$ cat src/rtl/dbg_pkg.sv
// Shared constants for the debug command bridge: command and reply bytes, FSM states.
// The 'N' command byte only exists when DBG_BRIDGE_AUTOINC_EN is defined.
package dbg_pkg;

  localparam logic [7:0] CMD_HALT  = 8'h48;  // 'H'
  localparam logic [7:0] CMD_GO    = 8'h47;  // 'G'
  localparam logic [7:0] CMD_WRITE = 8'h57;  // 'W'
  localparam logic [7:0] CMD_READ  = 8'h52;  // 'R'
  localparam logic [7:0] CMD_PC    = 8'h50;  // 'P'
`ifdef DBG_BRIDGE_AUTOINC_EN
  localparam logic [7:0] CMD_NEXT  = 8'h4E;  // 'N'
`endif

  localparam logic [7:0] RSP_OK    = 8'h4B;  // 'K'
  localparam logic [7:0] RSP_ERR   = 8'h45;  // 'E'

  typedef enum logic [2:0] {
    ST_IDLE,
    ST_ADDR,
    ST_DATA,
    ST_MEM,
    ST_RDWAIT,
    ST_TX
  } state_e;

endpackage

$ cat src/rtl/dbg_shift32.sv
// Four-byte register: assembles LSB-first bytes, or loads a word and serialises it LSB-first.
module dbg_shift32 (
  input  logic        clk,
  input  logic        rst,
  input  logic        shift_in,
  input  logic [7:0]  in_byte,
  input  logic        load,
  input  logic [31:0] load_word,
  input  logic        shift_out,
  output logic [31:0] word
);

  always_ff @(posedge clk) begin
    if (rst) begin
      word <= '0;
    end else if (load) begin
      word <= load_word;
    end else if (shift_in) begin
      word <= {in_byte, word[31:8]};
    end else if (shift_out) begin
      word <= {8'h00, word[31:8]};
    end
  end

endmodule

$ cat src/rtl/dbg_cmd_bridge.sv
// Byte-stream debug command decoder driving the debug memory port and the CPU halt line.
// Define DBG_BRIDGE_AUTOINC_EN to add the 'N' (store to previous address + 4) command.
module dbg_cmd_bridge
  import dbg_pkg::*;
#(
  parameter int         TIMEOUT_CYC = 1_000_000,
  parameter logic [1:0] WORD_SEL    = 2'b10
) (
  input  logic        clk,
  input  logic        rst,
  input  logic        rx_valid,
  input  logic [7:0]  rx_data,
  output logic        rx_ready,
  output logic        tx_valid,
  output logic [7:0]  tx_data,
  input  logic        tx_ready,
  output logic        debug,
  output logic        mem_en_dbg,
  output logic        mem_we_dbg,
  output logic [31:0] mem_addr_dbg,
  output logic [31:0] mem_wdata_dbg,
  output logic [1:0]  mem_byte_sel_dbg,
  input  logic [31:0] mem_rdata_dbg,
  input  logic [31:0] pc
);

  localparam logic [19:0] TMO_LAST = 20'(TIMEOUT_CYC - 1);

  state_e      state;
  logic [7:0]  cmd;
  logic [1:0]  byte_cnt;
  logic [19:0] timer;
  logic [1:0]  rply_left;
  logic        pc_pend;

  logic        rx_fire;
  logic        tx_fire;
  logic [31:0] addr_word;
  logic [31:0] data_word;
  logic [31:0] addr_next;
  logic [31:0] data_next;
  logic [31:0] wr_addr;
  logic        rply_load;
  logic [31:0] rply_word;

  assign rx_ready  = !rst && (state == ST_IDLE || state == ST_ADDR || state == ST_DATA);
  assign rx_fire   = rx_valid && rx_ready;
  assign tx_fire   = tx_valid && tx_ready;
  assign addr_next = {rx_data, addr_word[31:8]};
  assign data_next = {rx_data, data_word[31:8]};
  assign tx_data   = data_word[7:0];

`ifdef DBG_BRIDGE_AUTOINC_EN
  logic [31:0] base_addr;
  assign wr_addr = (cmd == CMD_NEXT) ? base_addr + 32'd4 : addr_word;
`else
  assign wr_addr = addr_word;
`endif

  dbg_shift32 u_addr (
    .clk       (clk),
    .rst       (rst),
    .shift_in  (rx_fire && state == ST_ADDR),
    .in_byte   (rx_data),
    .load      (1'b0),
    .load_word (32'h0),
    .shift_out (1'b0),
    .word      (addr_word)
  );

  // Write data is assembled here and the same register later serialises the reply.
  dbg_shift32 u_data (
    .clk       (clk),
    .rst       (rst),
    .shift_in  (rx_fire && state == ST_DATA),
    .in_byte   (rx_data),
    .load      (rply_load),
    .load_word (rply_word),
    .shift_out (tx_fire && state == ST_TX && rply_left != 2'd0),
    .word      (data_word)
  );

  always_comb begin
    // NOTE: every output of a combinational block gets a default first, so no path infers a latch.
    rply_load = 1'b0;
    rply_word = 32'h0;
    case (state)
      ST_IDLE: begin
        if (rx_fire && (rx_data == CMD_HALT || rx_data == CMD_GO)) begin
          rply_load = 1'b1;
          rply_word = {24'h0, RSP_OK};
        end
      end
      ST_MEM: begin
        if (!(cmd == CMD_READ && debug)) begin
          rply_load = 1'b1;
          rply_word = {24'h0, debug ? RSP_OK : RSP_ERR};
        end
      end
      ST_RDWAIT: begin
        rply_load = 1'b1;
        rply_word = mem_rdata_dbg;
      end
      ST_TX: begin
        if (pc_pend) begin
          rply_load = 1'b1;
          rply_word = pc;
        end
      end
      default: ;
    endcase
  end

  always_ff @(posedge clk) begin
    if (rst) begin
      state            <= ST_IDLE;
      cmd              <= '0;
      byte_cnt         <= '0;
      timer            <= '0;
      rply_left        <= '0;
      pc_pend          <= 1'b0;
      debug            <= 1'b1;
      mem_en_dbg       <= 1'b0;
      mem_we_dbg       <= 1'b0;
      mem_addr_dbg     <= '0;
      mem_wdata_dbg    <= '0;
      mem_byte_sel_dbg <= '0;
      tx_valid         <= 1'b0;
`ifdef DBG_BRIDGE_AUTOINC_EN
      base_addr        <= '0;
`endif
    end else begin
      // NOTE: non-blocking assignments; the later assignment in the case below overrides this pulse default.
      mem_en_dbg       <= 1'b0;
      mem_we_dbg       <= 1'b0;
      mem_byte_sel_dbg <= WORD_SEL;
      case (state)
        ST_IDLE: begin
          byte_cnt <= '0;
          timer    <= '0;
          if (rx_fire) begin
            cmd <= rx_data;
            case (rx_data)
              CMD_WRITE, CMD_READ: state <= ST_ADDR;
`ifdef DBG_BRIDGE_AUTOINC_EN
              CMD_NEXT: state <= ST_DATA;
`endif
              CMD_HALT: begin
                debug     <= 1'b1;
                tx_valid  <= 1'b1;
                rply_left <= 2'd0;
                state     <= ST_TX;
              end
              CMD_GO: begin
                debug     <= 1'b0;
                tx_valid  <= 1'b1;
                rply_left <= 2'd0;
                state     <= ST_TX;
              end
              CMD_PC: begin
                pc_pend   <= 1'b1;
                rply_left <= 2'd3;
                state     <= ST_TX;
              end
              default: ;
            endcase
          end
        end

        ST_ADDR, ST_DATA: begin
          if (rx_fire) begin
            timer    <= '0;
            byte_cnt <= byte_cnt + 2'd1;
            if (byte_cnt == 2'd3) begin
              if (state == ST_ADDR && cmd == CMD_WRITE) begin
                state <= ST_DATA;
              end else begin
                // Not halted: arguments are swallowed but the strobe is suppressed.
                state      <= ST_MEM;
                mem_en_dbg <= debug;
                mem_we_dbg <= debug && (state == ST_DATA);
                if (debug) begin
                  if (state == ST_ADDR) begin
                    mem_addr_dbg <= addr_next;
                  end else begin
                    mem_addr_dbg  <= wr_addr;
                    mem_wdata_dbg <= data_next;
`ifdef DBG_BRIDGE_AUTOINC_EN
                    base_addr     <= wr_addr;
`endif
                  end
                end
              end
            end
          end else if (timer == TMO_LAST) begin
            state <= ST_IDLE;
          end else begin
            timer <= timer + 20'd1;
          end
        end

        ST_MEM: begin
          if (cmd == CMD_READ && debug) begin
            state <= ST_RDWAIT;
          end else begin
            tx_valid  <= 1'b1;
            rply_left <= 2'd0;
            state     <= ST_TX;
          end
        end

        ST_RDWAIT: begin
          tx_valid  <= 1'b1;
          rply_left <= 2'd3;
          state     <= ST_TX;
        end

        ST_TX: begin
          if (pc_pend) begin
            pc_pend  <= 1'b0;
            tx_valid <= 1'b1;
          end else if (tx_fire) begin
            if (rply_left == 2'd0) begin
              tx_valid <= 1'b0;
              state    <= ST_IDLE;
            end else begin
              rply_left <= rply_left - 2'd1;
            end
          end
        end

        default: state <= ST_IDLE;
      endcase
    end
  end

endmodule

$ cat config.mk
export PLATFORM = sky130hd
export DESIGN_NAME = dbg_cmd_bridge
export DESIGN_NICKNAME = d
export VERILOG_FILES = /design/src/rtl/dbg_pkg.sv /design/src/rtl/dbg_shift32.sv /design/src/rtl/dbg_cmd_bridge.sv
export SDC_FILE = /design/constraint.sdc
export NUM_CORES = 1
export LEC_CHECK = 0
export ABC_CLOCK_PERIOD_IN_PS = 2830
export CORE_ASPECT_RATIO = 1.2
export CORE_MARGIN = 2
export CORE_UTILIZATION = 51
export DETAILED_ROUTE_END_ITERATION = 10
export PLACE_DENSITY = 0.8
export REMOVE_ABC_BUFFERS = 1
export SLEW_MARGIN = 20
export SYNTH_ARGS = -nofsm -noshare
export SYNTH_HDL_FRONTEND = slang
export SYNTH_SLANG_ARGS = --single-unit
export TNS_END_PERCENT = 100
$ cat constraint.sdc
create_clock -name clk -period 2.83 [get_ports clk]
set_clock_uncertainty 0.05 [all_clocks]
set_input_delay 0.4245 -clock clk [delete_from_list [all_inputs] [get_ports clk]]
set_output_delay 0.4245 -clock clk [all_outputs]
set_load 0.05 [all_outputs]
Word level (Yosys, flattened, before mapping) --
Cells that the tools add are included.
Operators by class: add/sub/neg operators 3, equal/unequal tests 30, mux-type cells 48, bitwise gates (word level) 5, reduce and logical (&&, ||, !) cells 38
Operator list (count):
- 2-to-1 mux 32 bit | 5
- case mux 32 bit (4 select lines) | 1
- equality test 8 x 7 -> 1 bit (second input constant) | 7
- 2-to-1 mux 20 bit | 2
- case mux 20 bit (2 select lines) | 1
- 2-to-1 mux 3 bit | 7
- adder 20 x 1 -> 20 bit (second input constant) | 1
- equality test 20 bit (second input constant) | 1
- case mux 3 bit (5 select lines) | 1
- 2-to-1 mux 2 bit | 7
- 2-to-1 mux 7 bit | 2
- != test 2 bit (second input constant) | 7
- AND reduction 7 bit | 2
- 2-to-1 mux 1 bit | 13
- != test 3 bit (second input constant) | 4
- AND reduction 6 bit | 2
- logical AND 1 bit | 11
- != test 3 x 2 -> 1 bit (second input constant) | 3
- case mux 1 bit (4 select lines) | 2
- case mux 2 bit (2 select lines) | 2
- case mux 2 bit (4 select lines) | 1
- nonzero test 2 bit | 4
- equality test 3 x 2 -> 1 bit (second input constant) | 2
- equality test 3 bit (second input constant) | 2
- 21 further kinds | 34
Word-level totals: register bits after elaboration 170, output and inout bits 79

Longest topological paths before layout --
word-level depth 9, gate-level depth with buffers 10, mapped depth without buffers 7

Modules after synthesis --
Synthesis repeated with hierarchy kept, for this count alone.
Second synthesis, totals: cells, all modules 955, area, all modules 8653.3 µm²
Modules (own cells, without submodules):
- dbg_cmd_bridge | times used 1, cells an instance 587, area each 5220.0 µm²
- dbg_shift32 | times used 2, cells an instance 184, area each 1716.6 µm²

Least setup slack after synthesis --
OpenSTA, ideal clock, no wires.
kind input-to-output, start input port rst, end output port rx_ready, arrival time 1.974 ns, data required time 2.355 ns, path slack 0.381 ns, cell stages on the path 3, buffers on the path 2, cell sequence clkbuf_1 clkbuf_1 a211oi_1
Between the ends: cells in the longest elaborated chain, start to end 2
RTL lines:
- start: declaration | RTL line dbg_cmd_bridge.sv:10 | input logic rst,
- logical NOT 1 bit | RTL line dbg_cmd_bridge.sv:46 | assign rx_ready = !rst && (state == ST_IDLE || state == ST_ADDR || state == ST_DATA);
- logical AND 1 bit | RTL line dbg_cmd_bridge.sv:46
- end: declaration | RTL line dbg_cmd_bridge.sv:13 | output logic rx_ready,
No other way between the ends.

Final worst setup path --
start register timer[8], end register state[0]
Between the ends: cells in the longest elaborated chain, start to end 3
RTL lines:
- start: declaration | RTL line dbg_cmd_bridge.sv:32 | logic [19:0] timer;
- start signal: assignment | RTL line dbg_cmd_bridge.sv:198 | timer <= timer + 20'd1;
- equality test 20 bit | RTL line dbg_cmd_bridge.sv:195 | end else if (timer == TMO_LAST) begin
- != test 3 bit (no line)
- AND reduction 7 bit (no line)
- end signal: assignment | RTL line dbg_cmd_bridge.sv:196 | state <= ST_IDLE;
- end signal: assignment | RTL line dbg_cmd_bridge.sv:204 | state <= ST_RDWAIT;
- end signal: assignment | RTL line dbg_cmd_bridge.sv:208 | state <= ST_TX;
- end: declaration | RTL line dbg_cmd_bridge.sv:29 | state_e state;
No other way between the ends. A chain may end at the register's enable or synchronous reset.

==> impl_metrics.ini <==
[synth]
synthCells = 894
yosysWarnings = 0
synthesis.area_um2 = 7400
synth_edf_count = 0
yosysSeqAreaShare = 0.457
avgSynthCellArea_um2 = 8.28
synth_ff_type = dfxtp_1
async_reset_ff_frac = 0
synth_cell_types = 63
synth-seq-cells = 169

[final_layout]
fin_nets = 1108
areaGrowthSynthToFinish_pct = 31.1
num_antenna_cells = 0
utilization = 0.679
drive_gt1_frac = 0.0893
fin_area_um2 = 9700

[die]
pin_count = 155
die_w_um = 114
coreArea_um2 = 14300
die_height_um = 136
start_util = 0.518
dieArea_um2 = 15500
row_count = 48

[worst_setup_path]
cp_common_cell = a211oi_1
crit_fanout = 9
critical-path-max-stage-delay_ns = 0.70
crit_path_top_delay_cell = or4b_2
crit_path_cell_trace = or4b_2 -> a211oi_1 -> a41o_1 -> o2111ai_1 -> nor3_1 -> a211oi_1
cp.arrival_ns = 2.83
end_kind = flip-flop
path_class = reg2reg
critPathLaunchType = flip-flop
cp.required_ns = 3.06

[clock_network]
post_cts_resized = 0
cts_made_buffers = 17
max-clock-path-buffers = 2
cts_hold_buf = 0
cts_tree = built
post-cts-setup-buffers = 0
clock_sinks = 169
clkTransAtPathRegs_ns = 0.06
clk_latency_ns = 0.43
h-tree-depth = 4
clockRootBuffer = clkbuf_16

[placement]
routabilityCongestion = 0.901
port_buffers = 153
dp_hpwl_um = 13600
placed_cell_area_um2 = 9150

[route]
vias = 6894
wl_um = 19800
first_iter_violations = 653
ant_nets = 0
firstDrtPassIters = 6
wl_per_cell_um = 16.3
drc = 0
viasPerCell = 5.67

[sta]
relSlewSlack = 0.438
finalSetupViolCount = 0
tightest_slew_ns = 0.844
max_freq_mhz = 385
slew_violations = 0
rsz0062_at_grt = false
period_minus_slack_ns = 2.60
finalHoldViolCount = 0
fin_crit_sh = 0.917

[min_path]
holdCritPathClass = in2reg

[grt]
grt_usage = 0.252
grt_pass1_wl_um = 31200
grt_remaining_overflow = 0
grt_max_degree = 86
antenna_found_initial = 0
grt_pass1_vias = 6272

[flow_run]
cap_violations = 0

[pwr]
power.total_w = 0.00476
power_density_nw_per_um2 = 491
vdd_drop_max_mv = 0.409
power_leakage_nw = 3.13

[status]
outcome = finished clean
-- placed cells by master (no fill, tap or decap), types with 6 or more instances in the layout --
cell	Yosys	layout
dfxtp_1	169	169
nand2_1	161	161
clkdlybuf4s50_1	0	151
nor2_1	95	95
a21oi_1	90	90
a211oi_1	63	63
buf_4	12	42
mux2i_1	33	33
o21ai_0	30	30
nand3_1	21	21
a22oi_1	21	21
clkbuf_16	0	17
nor3_1	14	13
xnor2_1	12	12
or3_1	11	11
inv_1	9	9
a222oi_1	8	8
and3_1	6	6
-- worst paths after layout --
| kind | startpoint | end | slack (ns) | depth (start not counted) |
|---|---|---|---|---|
| max | timer[8] | state[0] | 0.23 | 6 |
| min | rst | byte_cnt[1] | 0.20 | 2 |
| max reg2reg | timer[8] | state[0] | 0.23 | 6 |
| min reg2reg | mem_wdata_dbg[3] | mem_wdata_dbg[3] | 0.40 | 2 |
-- final cells by class --
class / instances / area, µm²
flip-flops and latches: 169 / 3380
clock inverters: 12 / 95.1
inverters: 9 / 33.8
multi-input cells: 636 / 3630
fillers: 1174 / 4590
clock buffers: 19 / 453
well taps: 175 / 219
repair buffers: 196 / 1890
-- cell usage after synthesis, drive strengths merged (9+ instances only) --
cell    count  area [µm²]
a211oi     63         473
a21oi      90         450
a22oi      21         158
buf        29         171
clkbuf     51         191
dfxtp     169        3380
inv         9        33.8
mux2i      33         330
nand2     162         611
nand3      21         105
nor2       95         357
nor3       14        70.1
o21ai      31         155
or3        11        68.8
xnor2      12         105
-- worst max-delay path: cells and delay by family, from the launching register on --
| kind | cells | cell delay (ns) |
|---|---|---|
| compound gates | 4 | 1.10 |
| flops | 1 | 0.36 |
| simple gates | 2 | 0.94 |
-- layer usage --
layer  vias up  share of wire  track usage  wire length, µm
met4         0          0.025        0.106              485
met5         -              0            0                0
met1      3176           0.42        0.312             8360
met2       251           0.48        0.427             9540
li1       3431              -            -                -
met3        36          0.070       0.0513             1380
-- through the flow --
stage	setup WS, ns	std cells	setup TNS (ns)	hold WS (ns)
2_1_floorplan	-3.91	814	-326.06	0.375
3_3_place_gp	0.000657	1185	0	0.388
3_5_place_dp	-0.00960	1185	-0.00960	0.393
4_1_cts	0.272	1216	0	0.194
5_1_grt	0.0714	1216	0	0.211
6_report	0.234	1216	0	0.205
-- flip-flops by register name, summed over array words and instances, names as in the netlist, 3 cells and up --
register       flops
mem_addr_dbg      32
mem_wdata_dbg     32
u_addr.word       32
u_data.word       32
timer             20
cmd                8
state              3
-- logic make-up (layout without fill, tap and decap cells) --
group                      Yosys count  in the layout  share of synthesized area
DFF                                169            169                      0.457
AOI/OAI and AO/OA                  240            240                      0.212
xor gates and xnor gates            17             17                     0.0201
other                                1              1                   0.000507
buffers and inverters               89            236                     0.0536
and+or+nand+nor                    342            342                      0.207
adders and majority gates            3              3                    0.00507
muxes                               33             33                     0.0446
-- power breakdown --
part,switching (W),internal (W),total [W]
clock network,0.000968,0.00117,0.00214
registers,0.00000454,0.00239,0.00239
logic,0.000108,0.000126,0.000234
No activity file was read; power rests on OpenSTA's default activity.
